### config.mk
export PLATFORM = sky130hd
export DESIGN_NAME = lsu_master
export DESIGN_NICKNAME = d
export VERILOG_FILES = /design/src/rtl/lsu_master.sv
export SDC_FILE = /design/constraint.sdc
export NUM_CORES = 1
export LEC_CHECK = 0
export ABC_AREA = 1
export BUFFER_PORTS_ARGS = -buffer_cell sky130_fd_sc_hd__buf_2
export CORE_UTILIZATION = 50
export CTS_CLUSTER_DIAMETER = 150
export DETAILED_ROUTE_END_ITERATION = 6
export HOLD_SLACK_MARGIN = 0.05
export PLACE_DENSITY_LB_ADDON = 0.15
export SETUP_SLACK_MARGIN = 0.05
export SLEW_MARGIN = 20
export SYNTH_ARGS = -nofsm -noshare
export SYNTH_HDL_FRONTEND = slang
export SYNTH_SLANG_ARGS = --single-unit
### constraint.sdc
create_clock -name clk -period 4.68 [get_ports clk]
set_input_delay 0 -clock clk [delete_from_list [all_inputs] [get_ports clk]]
set_output_delay 0 -clock clk [all_outputs]
set_load 0.05 [all_outputs]
### src/rtl/lsu_master.sv
// Load/store unit: CPU-side initiator for the byte-addressed data memory.
// One request in flight; alignment/range checked before any memory access.
module lsu_master #(
  parameter int ADDR_W    = 11,
  parameter int MEM_BYTES = 1024
) (
  input  logic              clk,
  input  logic              rst,
  input  logic              req_valid,
  output logic              req_ready,
  input  logic [2:0]        req_op,
  input  logic [31:0]       req_base,
  input  logic [15:0]       req_offset,
  input  logic [31:0]       req_wdata,
  output logic              resp_valid,
  input  logic              resp_ready,
  output logic [31:0]       resp_rdata,
  output logic [1:0]        resp_fault,
  output logic              resp_is_load,
  output logic [15:0]       fault_count,
  output logic              mem_ena,
  output logic              mem_read,
  output logic              mem_write,
  output logic [1:0]        mem_ssignal,
  output logic [2:0]        mem_lsignal,
  output logic [ADDR_W-1:0] mem_addr,
  output logic [31:0]       mem_wdata,
  input  logic [31:0]       mem_rdata
);

  typedef enum logic [1:0] {IDLE, ACCESS, RESP} state_t;

  localparam logic [2:0] OP_LW  = 3'b000;
  localparam logic [2:0] OP_LB  = 3'b001;
  localparam logic [2:0] OP_LH  = 3'b010;
  localparam logic [2:0] OP_LHU = 3'b100;
  localparam logic [2:0] OP_SW  = 3'b101;
  localparam logic [2:0] OP_SB  = 3'b110;
  localparam logic [2:0] OP_SH  = 3'b111;

  state_t      state;
  logic [2:0]  op;
  logic [31:0] ea;
  logic [31:0] wdata;

  logic [31:0] ea_next;
  logic        is_word;
  logic        is_half;
  logic [2:0]  size;
  logic [32:0] ea_end;
  logic        misaligned;
  logic        out_of_range;
  logic [1:0]  fault_next;
  logic        op_is_load;
  logic        req_is_load;

  assign req_ready   = (state == IDLE);
  assign resp_valid  = (state == RESP);
  assign op_is_load  = (op <= OP_LHU);
  assign req_is_load = (req_op <= OP_LHU);

  // Effective address and fault classification of the incoming request
  always_comb begin
    ea_next = req_base + {{16{req_offset[15]}}, req_offset};
    is_word = (req_op == OP_LW) || (req_op == OP_SW);
    is_half = (req_op == OP_LH) || (req_op == OP_LHU) ||
              (req_op == OP_SH);
    size    = is_word ? 3'd4 : (is_half ? 3'd2 : 3'd1);
    // 33-bit sum so addresses near the top cannot wrap into range
    ea_end  = {1'b0, ea_next} + {30'd0, size};
    misaligned   = (is_word && (ea_next[1:0] != 2'b00)) ||
                   (is_half && ea_next[0]);
    out_of_range = (ea_end > 33'(MEM_BYTES));
    if (misaligned)        fault_next = 2'b01;
    else if (out_of_range) fault_next = 2'b10;
    else                   fault_next = 2'b00;
  end

  // Memory strobes decoded from state and registered request fields
  always_comb begin
    mem_ena     = 1'b0;
    mem_read    = 1'b0;
    mem_write   = 1'b0;
    mem_ssignal = 2'b11;
    mem_lsignal = 3'b111;
    mem_addr    = '0;
    mem_wdata   = '0;
    if (state == ACCESS) begin
      mem_ena  = 1'b1;
      mem_addr = ea[ADDR_W-1:0];
      if (op_is_load) begin
        mem_read    = 1'b1;
        mem_lsignal = op;
      end else begin
        mem_write = 1'b1;
        mem_wdata = wdata;
        unique case (1'b1)
          (op == OP_SW): mem_ssignal = 2'b00;
          (op == OP_SB): mem_ssignal = 2'b01;
          default:       mem_ssignal = 2'b10;
        endcase
      end
    end
  end

  // Request/response FSM with registered response fields
  always_ff @(posedge clk) begin
    if (rst) begin
      state        <= IDLE;
      op           <= OP_LW;
      ea           <= '0;
      wdata        <= '0;
      resp_rdata   <= '0;
      resp_fault   <= 2'b00;
      resp_is_load <= 1'b0;
      fault_count  <= '0;
    end else begin
      unique case (state)
        IDLE: begin
          if (req_valid) begin
            op           <= req_op;
            ea           <= ea_next;
            wdata        <= req_wdata;
            resp_rdata   <= '0;
            resp_fault   <= fault_next;
            resp_is_load <= req_is_load;
            if (fault_next != 2'b00) begin
              state <= RESP;
              if (fault_count != 16'hFFFF)
                fault_count <= fault_count + 16'd1;
            end else begin
              state <= ACCESS;
            end
          end
        end
        ACCESS: begin
          if (op_is_load) begin
            unique case (1'b1)
              (op == OP_LB):
                resp_rdata <= {{24{mem_rdata[7]}}, mem_rdata[7:0]};
              (op == OP_LH):
                resp_rdata <= {{16{mem_rdata[15]}}, mem_rdata[15:0]};
              default:
                resp_rdata <= mem_rdata;
            endcase
          end
          state <= RESP;
        end
        RESP: begin
          if (resp_ready) state <= IDLE;
        end
        default: state <= IDLE;
      endcase
    end
  end

endmodule

; ---- Word level (Yosys, flattened, before mapping)
; Index checks and enable logic that the tools add are counted.
[classes]
addsub = 3
order_cmp = 3
n_eq_ne = 14
n_mux = 25
n_reduce_logical = 15
[op_table]
columns = operator, n
row1 = $mux 32, 4
row2 = $pmux 32 s2, 2
row3 = $add 32x3->33, 1
row4 = $gt 33x11->1 const B, 1
row5 = $add 32x32->32, 1
row6 = $add 16x1->16 const B, 1
row7 = $mux 2, 8
row8 = $ne 16x16->1 const B, 1
row9 = $eq 3x3->1 const B, 5
row10 = $mux 11, 1
row11 = $mux 3, 3
row12 = $eq 3x2->1 const B, 2
row13 = $le 3x3->1 const B, 2
row14 = $pmux 2 s3, 1
row15 = $reduce_bool 2->1, 3
row16 = $mux 1, 5
row17 = $logic_or 1x1->1, 4
row18 = $ne 2x2->1 const B, 2
row19 = $pmux 2 s2, 1
row20 = $reduce_and 2->1, 2
row21 = $reduce_and 4->1, 1
row22 = $eq 3x1->1 const B, 1
row23 = $logic_not 3->1, 1
row24 = $reduce_and 3->1, 1
row25 = other kinds (5), 6
[totals]
regBits = 99
inputBits = 119
output_inout_bits = 104

; ---- Depth between registers and ports, before layout
; Gate-level depths: netlist (run 1).
[logic_depth]
depth_word = 13
depth_mapped = 30
ltp_nobuf = 29

; ---- Worst setup path before layout (run 1)
; Ideal clock, no wire load.
[synth_timing]
path_kind = input-to-reg
start = in req_base[0]
end = reg fault_count[13]
setup_ns = 0.070
arrival_time_ns = 3.194
required_ns = 4.610
slack_ns = 1.416
path_stages = 27
n_path_buf = 1
path_cell_list = ha_1 > fa_1 > xor2_1 > ha_1 > inv_1 > nor2_1 > nor2_1 > inv_1 > nand3_1 > nor2_2 > nand3_2 > nor2_4 > nand2_4 > nor2_4 > nand2_2 > nor2_4 > nand3_1 > nand2_1 > nand2_1 > nor2_2 > nand2_2 > nor2_4 > nand3_4 > nand2_4 > buf_12 > nand2_2 > a21oi_2
[synth_via]
elab_chain_cells = 7
[synth_lines]
columns = item, line
row1 = "start, declared", 12  ; input logic [31:0] req_base,
row2 = $add 32x32->32, 64  ; ea_next = req_base + {{16{req_offset[15]}}, req_offset};
row3 = via ea_next[2], 46  ; logic [31:0] ea_next;
row4 = $add 32x3->33, 70  ; ea_end = {1'b0, ea_next} + {30'd0, size};
row5 = $gt 33x11->1, 73  ; out_of_range = (ea_end > 33'(MEM_BYTES));
row6 = $mux 2, 75  ; else if (out_of_range) fault_next = 2'b10;
row7 = $mux 2, 74  ; if (misaligned) fault_next = 2'b01;
row8 = $reduce_bool 2->1, 127  ; if (fault_next != 2'b00) begin
row9 = $reduce_and 4->1 (no source line), n/a
row10 = "end signal, assigned", 130  ; fault_count <= fault_count + 16'd1;
row11 = "end, declared", 20  ; output logic [15:0] fault_count,
; The timed path passes the listed nets, and every way through them passes these cells.
; A chain may end at the register's enable or synchronous reset.

; ---- Worst setup path after layout (run 1)
[layout_timing]
start = in req_op[0]
end = reg state[1]
[layout_via]
elab_chain_cells = 13
[layout_lines]
columns = item, line
row1 = "start, declared", 11  ; input logic [2:0] req_op,
row2 = $eq 3x2->1 / $eq 3x3->1 (equally long branches), 66  ; is_half = (req_op == OP_LH) || (req_op == OP_LHU) ||
row3 = $logic_or 1x1->1 (2 in a row), 66
row4 = $mux 2, 68  ; size = is_word ? 3'd4 : (is_half ? 3'd2 : 3'd1);
row5 = $mux 3, 68
row6 = $add 32x3->33, 70
row7 = $gt 33x11->1, 73
row8 = $mux 2, 75
row9 = $mux 2 (*), 74
row10 = $reduce_bool 2->1 (*), 127
row11 = $mux 2 (*), 127
row12 = $mux 2 (*), 120  ; if (req_valid) begin
row13 = $pmux 2 s3 (*), 118  ; unique case (state)
row14 = "end signal, assigned", 128  ; state <= RESP;
row15 = "end signal, assigned", 132  ; state <= ACCESS;
row16 = "end signal, assigned", 147  ; state <= RESP;
row17 = "end, declared", 41  ; state_t state;
; Mark *: on every way between the ends. The rest lies on a longest branch, timed or not. The select of a mux whose other input is x is not followed.

==> impl_metrics.yaml, run 1 <==
placed_design:
  place_hpwl_um: 19720
  gp_congestion: 0.9495
  io_buffers: 222
  place_ws_ns: 0.7858
worst_setup_path:
  critPathSlowestCell: "dlygate4sd3_1"
  r2r_start: "state[0]"
  required_ns: 4.90
  path_class: "in2reg"
  crit_top_cell: "nand2_1"
  cp_max_fo: 18
  cp_slowest_stage_delay_ns: 0.59
  cp-start-kind: "input port"
  worstPathArrival_ns: 4.40
  critPathCaptureType: "register"
  rr_worst_depth: 8
  regToRegSetupSlack_ns: 1.80
  rr_endpoint: "resp_rdata[29]"
floorplan:
  die_x_um: 132.3
  start_util_pct: 51.18
  io_pins: 223
  die-area_um2: 17500
  die-height_um: 132.3
  rows: 47
  core-area_um2: 16580
sta:
  rsz0062_at_grt: "false"
  setup_tns_ns: 0
  tightestPinTransition_ns: 1.061
  clock_skew_ns: 0.009838
  fmax_mhz: 239.5
  slew_viol_final: 0
  period_needed_ns: 4.176
  setup-violations-final: 0
  relSlewSlack_pct: 29.22
  final.setup.worst_slack_ns: 0.5038
  fin_crit_sh_pct: 89.24
  finalHoldViolations: 0
power:
  sequentialPowerShare_pct: 35.4
  irDropWorstVdd_uv: 180.4
  switching_share_pct: 36.56
  leakage_nw: 5.667
  power_frac_comb_pct: 34.9
  power_frac_clock_pct: 29.7
  power.density_nw_per_um2: 236.5
  power_switching_uw: 929.3
  finalPower_mw: 2.542
  cell_internal_pwr_mw: 1.613
final_layout:
  nets: 1887
  fillers: 1564
  layout-drive-gt1-share_pct: 20.06
  syn2layout_area_growth_pct: 26.61
  seqCellArea_um2: 1982
  utilization_pct: 64.80
  multi_input_area_um2: 5554
  diodes: 0
min_path:
  min_to: "resp_rdata[30]"
  min_path_cells: 5
  worstHoldStart: "mem_rdata[30]"
  hold_path.class: "in2reg"
global_routing:
  gr-total-overflow: 0
  grt_use_met2_pct: 54.26
  top_usage_layer: "met2"
  antenna_found_initial: 0
  grt_max_degree: 64
  grt_use_met1_pct: 36.04
  first_global_vias: 8992
  grt_use_total_pct: 29.87
  grt_use_met3_pct: 2.653
  grt_pass1_wl_um: 42880
cts:
  clock_sinks: 99
  clock_path_buffers: 2
  cts_tree: "done"
  post_cts_resized: 0
  clock_latency_ns: 0.35
  cts_root_buf: "clkbuf_16"
  htreeDepth: 3
  numCtsBuffers: 9
  postCtsHoldBufs: 68
  postCtsSetupBuffers: 0
  clk_pin_slew_ns: 0.07
route:
  drc_errors: 0
  routedWlPerCell_um: 13.42
  vias_per_cell: 5.075
  drtPass1Iterations: 7
  antenna_left: 0
  initialDrtViolationCount: 583
  via_count: 9922
  wl_um: 26230
flow_run:
  maxCapViolCount: 0
synth:
  syn_area_um2: 8488
  yosys.area.top_type: "dfxtp_1"
  synth_ff_type: "dfxtp_1"
  syn_nets: 1619
  yosys_warnings: 0
  synth-async-reset-ratio_pct: 0
  synth_cell_types: 38
  synth_seq_cells: 99
  synth_top_area_share_pct: 23.35
  synth_most_common_cell: "nand2_1"
  synth_edf_count: 0
  ys_top_cells_by_count: "nand2_1 (443), nor2_1 (222), inv_1 (200), nand3_1 (105), dfxtp_1 (99)"
  synth-seq-area-share_pct: 23.35
  synth_area_leaders: "dfxtp_1 (23%), nand2_1 (20%), nor2_1 (9.8%)"
  netlist_instances: 1463
  synth.avg_cell_area_um2: 5.802
status:
  status: "complete, no violations"
[routing by layer]
metal | share of wire [%] | wire length (um)
met5 | 0 | 0
met2 | 48 | 12690
met1 | 44 | 11470
met4 | 3.2 | 847
met3 | 4.7 | 1233
[worst max-delay path, delay by kind of cell]
kind / cells / cell delay (ns)
buffers and inverters: 3 / 1.28
AOI/OAI and AO/OA: 2 / 0.54
adders and majority gates: 2 / 0.64
and+or+nand+nor: 22 / 1.95
[kinds of logic (layout without fill, tap and decap cells)]
family | count (synthesis) | in the layout | synth area share (%)
simple gates | 898 | 898 | 47.11
buf+inv | 252 | 524 | 11.36
compound gates | 156 | 156 | 10.38
flops | 99 | 99 | 23.35
fa+ha+maj | 37 | 37 | 5.631
xor+xnor | 21 | 21 | 2.167
[layout make-up]
| type | instances | area share (%) |
|---|---|---|
| clock buffer | 10 | 2.224 |
| clock inverter | 5 | 0.5589 |
| inverter | 213 | 7.440 |
| multi-input combinational | 1112 | 51.68 |
| sequential | 99 | 18.44 |
| tap | 220 | 2.561 |
| timing repair buffer | 296 | 17.09 |
[power groups by stage]
stage | clock (mW) | combinational, mW | sequential (mW)
floorplan | 0 | 0.603 | 0.929
global placement | 0 | 0.822 | 0.917
detailed placement | 0 | 0.832 | 0.918
CTS | 0.767 | 0.880 | 0.898
global route | 0.798 | 1.00 | 0.904
finish | 0.755 | 0.887 | 0.899
[worst max-delay path by stage]
stage | from | to | slack, ns
6_report | req_op[0] | state[1] | 0.50
2_1_floorplan | req_base[0] | fault_count[13] | 1.42
4_1_cts | req_op[0] | state[1] | 0.48
3_5_place_dp | req_base[0] | fault_count[5] | 0.79
5_1_grt | req_op[0] | state[1] | 0.1
3_3_place_gp | req_base[0] | fault_count[1] | 0.92
[placed cells by master (no fill, tap or decap), types with 2 or more instances in the layout]
cell             n
dlygate4sd3_1   68
buf_2          222
fa_1             2
nor4_1           2
nor3_1          12
nand2_1        442
a21oi_1         60
nand3b_1         6
inv_1          200
xnor2_1          6
nand2_2         37
and2_1           4
clkbuf_16        9
nor2_4           9
dfxtp_1         99
buf_4            6
nand3_4          3
a21oi_2         12
nand4_1         26
nor2_1         221
nand3_2          9
o211ai_1         2
a22oi_1         17
xor2_1          15
nand3_1        105
inv_6            2
inv_2           12
ha_1            35
nor2_8           2
nor2_2          11
o21ai_0         60
nand2_4          8
[registers in the layout, indices dropped and copies added (netlist names)]
signal        count
ea               11
resp_is_load      1
op                3
resp_fault        2
wdata            32
state             2
fault_count      16
resp_rdata       32
[through the flow]
step	hold WS [ns]	instance area [um^2]	cells
5_1_grt	0.07244	10750	1955
6_report	0.07092	10750	1955
4_1_cts	0.05695	10750	1955
3_5_place_dp	0.2575	9767	1872
2_1_floorplan	0.1560	8488	1463
3_3_place_gp	0.2494	9763	1872
No activity file was read; power rests on OpenSTA's default activity.
==> run 2, diff against run 1 <==
REMOVE_ABC_BUFFERS = 1   (was default)
==> run 2 against run 1 <==
Compared with the run above: non-clock buffer count increased by 2; via count increased by 0.70%; total power increased by 2.5%; critical path type unchanged; sequential share of layout area decreased by 0.081 points; highest routed layer unchanged; maximum frequency decreased by 0.53%; clock skew increased by 0.0038 ns; setup slack got worse by 0.022 ns.
==> impl_metrics.yaml, run 2 (synthesis gave the netlist of run 1 again) <==
floorplan:
  die-height_um: 132.3
  start_util_pct: 51.18
  core-area_um2: 16580
  rows: 47
  die_x_um: 132.3
  die-area_um2: 17500
  io_pins: 223
sta:
  fmax_mhz: 238.2
  tightestPinTransition_ns: 1.020
  setup-violations-final: 0
  rsz0062_at_grt: "false"
  setup_tns_ns: 0
  finalHoldViolations: 0
  period_needed_ns: 4.198
  fin_crit_sh_pct: 89.71
  slew_viol_final: 0
  clock_skew_ns: 0.01367
  hold_slack_ns: 0.06487
  relSlewSlack_pct: 31.79
worst_setup_path:
  critPathCaptureType: "register"
  path_class: "in2reg"
  rr_endpoint: "resp_rdata[19]"
  required_ns: 4.90
  cp_max_fo: 18
  r2r_start: "state[0]"
  regToRegSetupSlack_ns: 1.71
  cp-start-kind: "input port"
  worstPathArrival_ns: 4.42
  cp-startpoint: "req_op[2]"
  rr_worst_depth: 9
global_routing:
  grt_max_degree: 64
  grt_use_total_pct: 29.51
  grt_pass1_wl_um: 42460
  gr-total-overflow: 0
  first_global_vias: 9003
  antenna_found_initial: 0
final_layout:
  layout_common_cells: "nand2_1 (442), buf_2 (222), nor2_1 (221), inv_1 (199), nand3_1 (105)"
  diodes: 0
  syn2layout_area_growth_pct: 27.17
  nets: 1889
  largest_registers: "resp_rdata x32, wdata x32, fault_count x16"
  layout-drive-gt1-share_pct: 20.08
  final_common_cell: "nand2_1"
  fillers: 1578
power:
  power_frac_comb_pct: 34.0
  switching_share_pct: 36.19
  power_frac_clock_pct: 31.5
  sequentialPowerShare_pct: 34.5
  cell_internal_pwr_mw: 1.662
  leakage_nw: 5.688
  power_switching_uw: 942.6
  irDropWorstVdd_uv: 169.2
  power.density_nw_per_um2: 241.3
min_path:
  min_to: "resp_rdata[10]"
  hold_path.class: "in2reg"
  min_path_cells: 5
  worstHoldStart: "mem_rdata[10]"
route:
  m1WireLength_um: 11270
  vias_per_cell: 5.103
  drc_errors: 0
  initialDrtViolationCount: 527
  route.met2.wl_um: 12540
  routedWlPerCell_um: 13.37
  wl_met3_um: 1387
  antenna_left: 0
  drtPass1Iterations: 6
  wl_um: 26180
  top_layer_used: "met4"
  via_count: 9991
cts:
  post_cts_resized: 0
  htreeDepth: 3
  postCtsHoldBufs: 69
  postCtsSetupBuffers: 0
  clock_path_buffers: 2
  cts_root_buf: "clkbuf_16"
  numCtsBuffers: 9
  clk_pin_slew_ns: 0.07
  clock_sinks: 99
  clock_latency_ns: 0.35
  cts_tree: "done"
placed_design:
  place_hpwl_um: 19650
  gp_congestion: 0.9163
  io_buffers: 222
status:
  status: "complete, no violations"
flow_run:
  maxCapViolCount: 0
-- run 2: area by class of cell --
class | count | area, um^2 | area share (%)
clock buffer | 9 | 225.2 | 2.086
clock inverter | 7 | 107.6 | 0.9969
inverter | 213 | 799.5 | 7.407
multi-input combinational | 1112 | 5550 | 51.42
sequential | 99 | 1982 | 18.36
tap | 220 | 275.3 | 2.550
timing repair buffer | 298 | 1854 | 17.18
-- run 2: critical path, stage by stage --
cell and delay [ns]:
dlygate4sd3_1 0.56, buf_2 0.15, xor2_1 0.18, inv_1 0.06
nand2_1 0.05, o21ai_0 0.22, nor2_1 0.21, ha_1 0.21
fa_1 0.19, nand2_1 0.07, nand2_1 0.08, nand3_1 0.11
nor2_2 0.13, nand3_2 0.11, nor2_4 0.17, nand3_4 0.13
nor2_8 0.13, nand3_1 0.08, nand2_1 0.09, nand2_1 0.06
a21oi_1 0.13, nand3_1 0.13, nor2_4 0.15, nand3_4 0.21
nand3_1 0.13, a21oi_1 0.07, dlygate4sd3_1 0.60
-- run 2: power groups by stage --
stage | clock [mW] | combinational [mW] | sequential, mW
after global placement | 0 | 0.819 | 0.916
final | 0.820 | 0.885 | 0.899
after global routing | 0.873 | 1.00 | 0.903
after detailed placement | 0 | 0.828 | 0.918
after floorplan | 0 | 0.586 | 0.929
after CTS | 0.832 | 0.877 | 0.898
-- run 2: stage by stage --
step / worst slack [ns] / utilization [%] / cells / power, mW / instance area, um^2
floorplan: 0.2937 / - / 1424 / 1.515 / 8323
global placement: 0.9617 / 58.92 / 1873 / 1.735 / 9771
detailed placement: 0.8466 / 58.92 / 1873 / 1.745 / 9771
CTS: 0.5395 / 65.09 / 1958 / 2.608 / 10790
global route: 0.09047 / 65.09 / 1958 / 2.780 / 10790
finish: 0.4815 / 65.09 / 1958 / 2.605 / 10790
-- run 2: how the worst max path moves through the flow --
stage                     slack (ns)             end  depth (start not counted)
after CTS                       0.54        state[1]                         29
after detailed placement        0.85  fault_count[1]                         25
after floorplan                 0.29   resp_rdata[3]                          7
final                           0.48        state[1]                         27
after global placement          0.96  fault_count[5]                         27
after global routing            0.09        state[1]                         29
-- run 2: metal layers --
| layer | track usage [%] | up-vias |
|---|---|---|
| li1 | - | 5124 |
| met1 | 35.47 | 4456 |
| met2 | 52.23 | 342 |
| met3 | 3.614 | 69 |
| met4 | 13.86 | 0 |
| met5 | 0 | - |
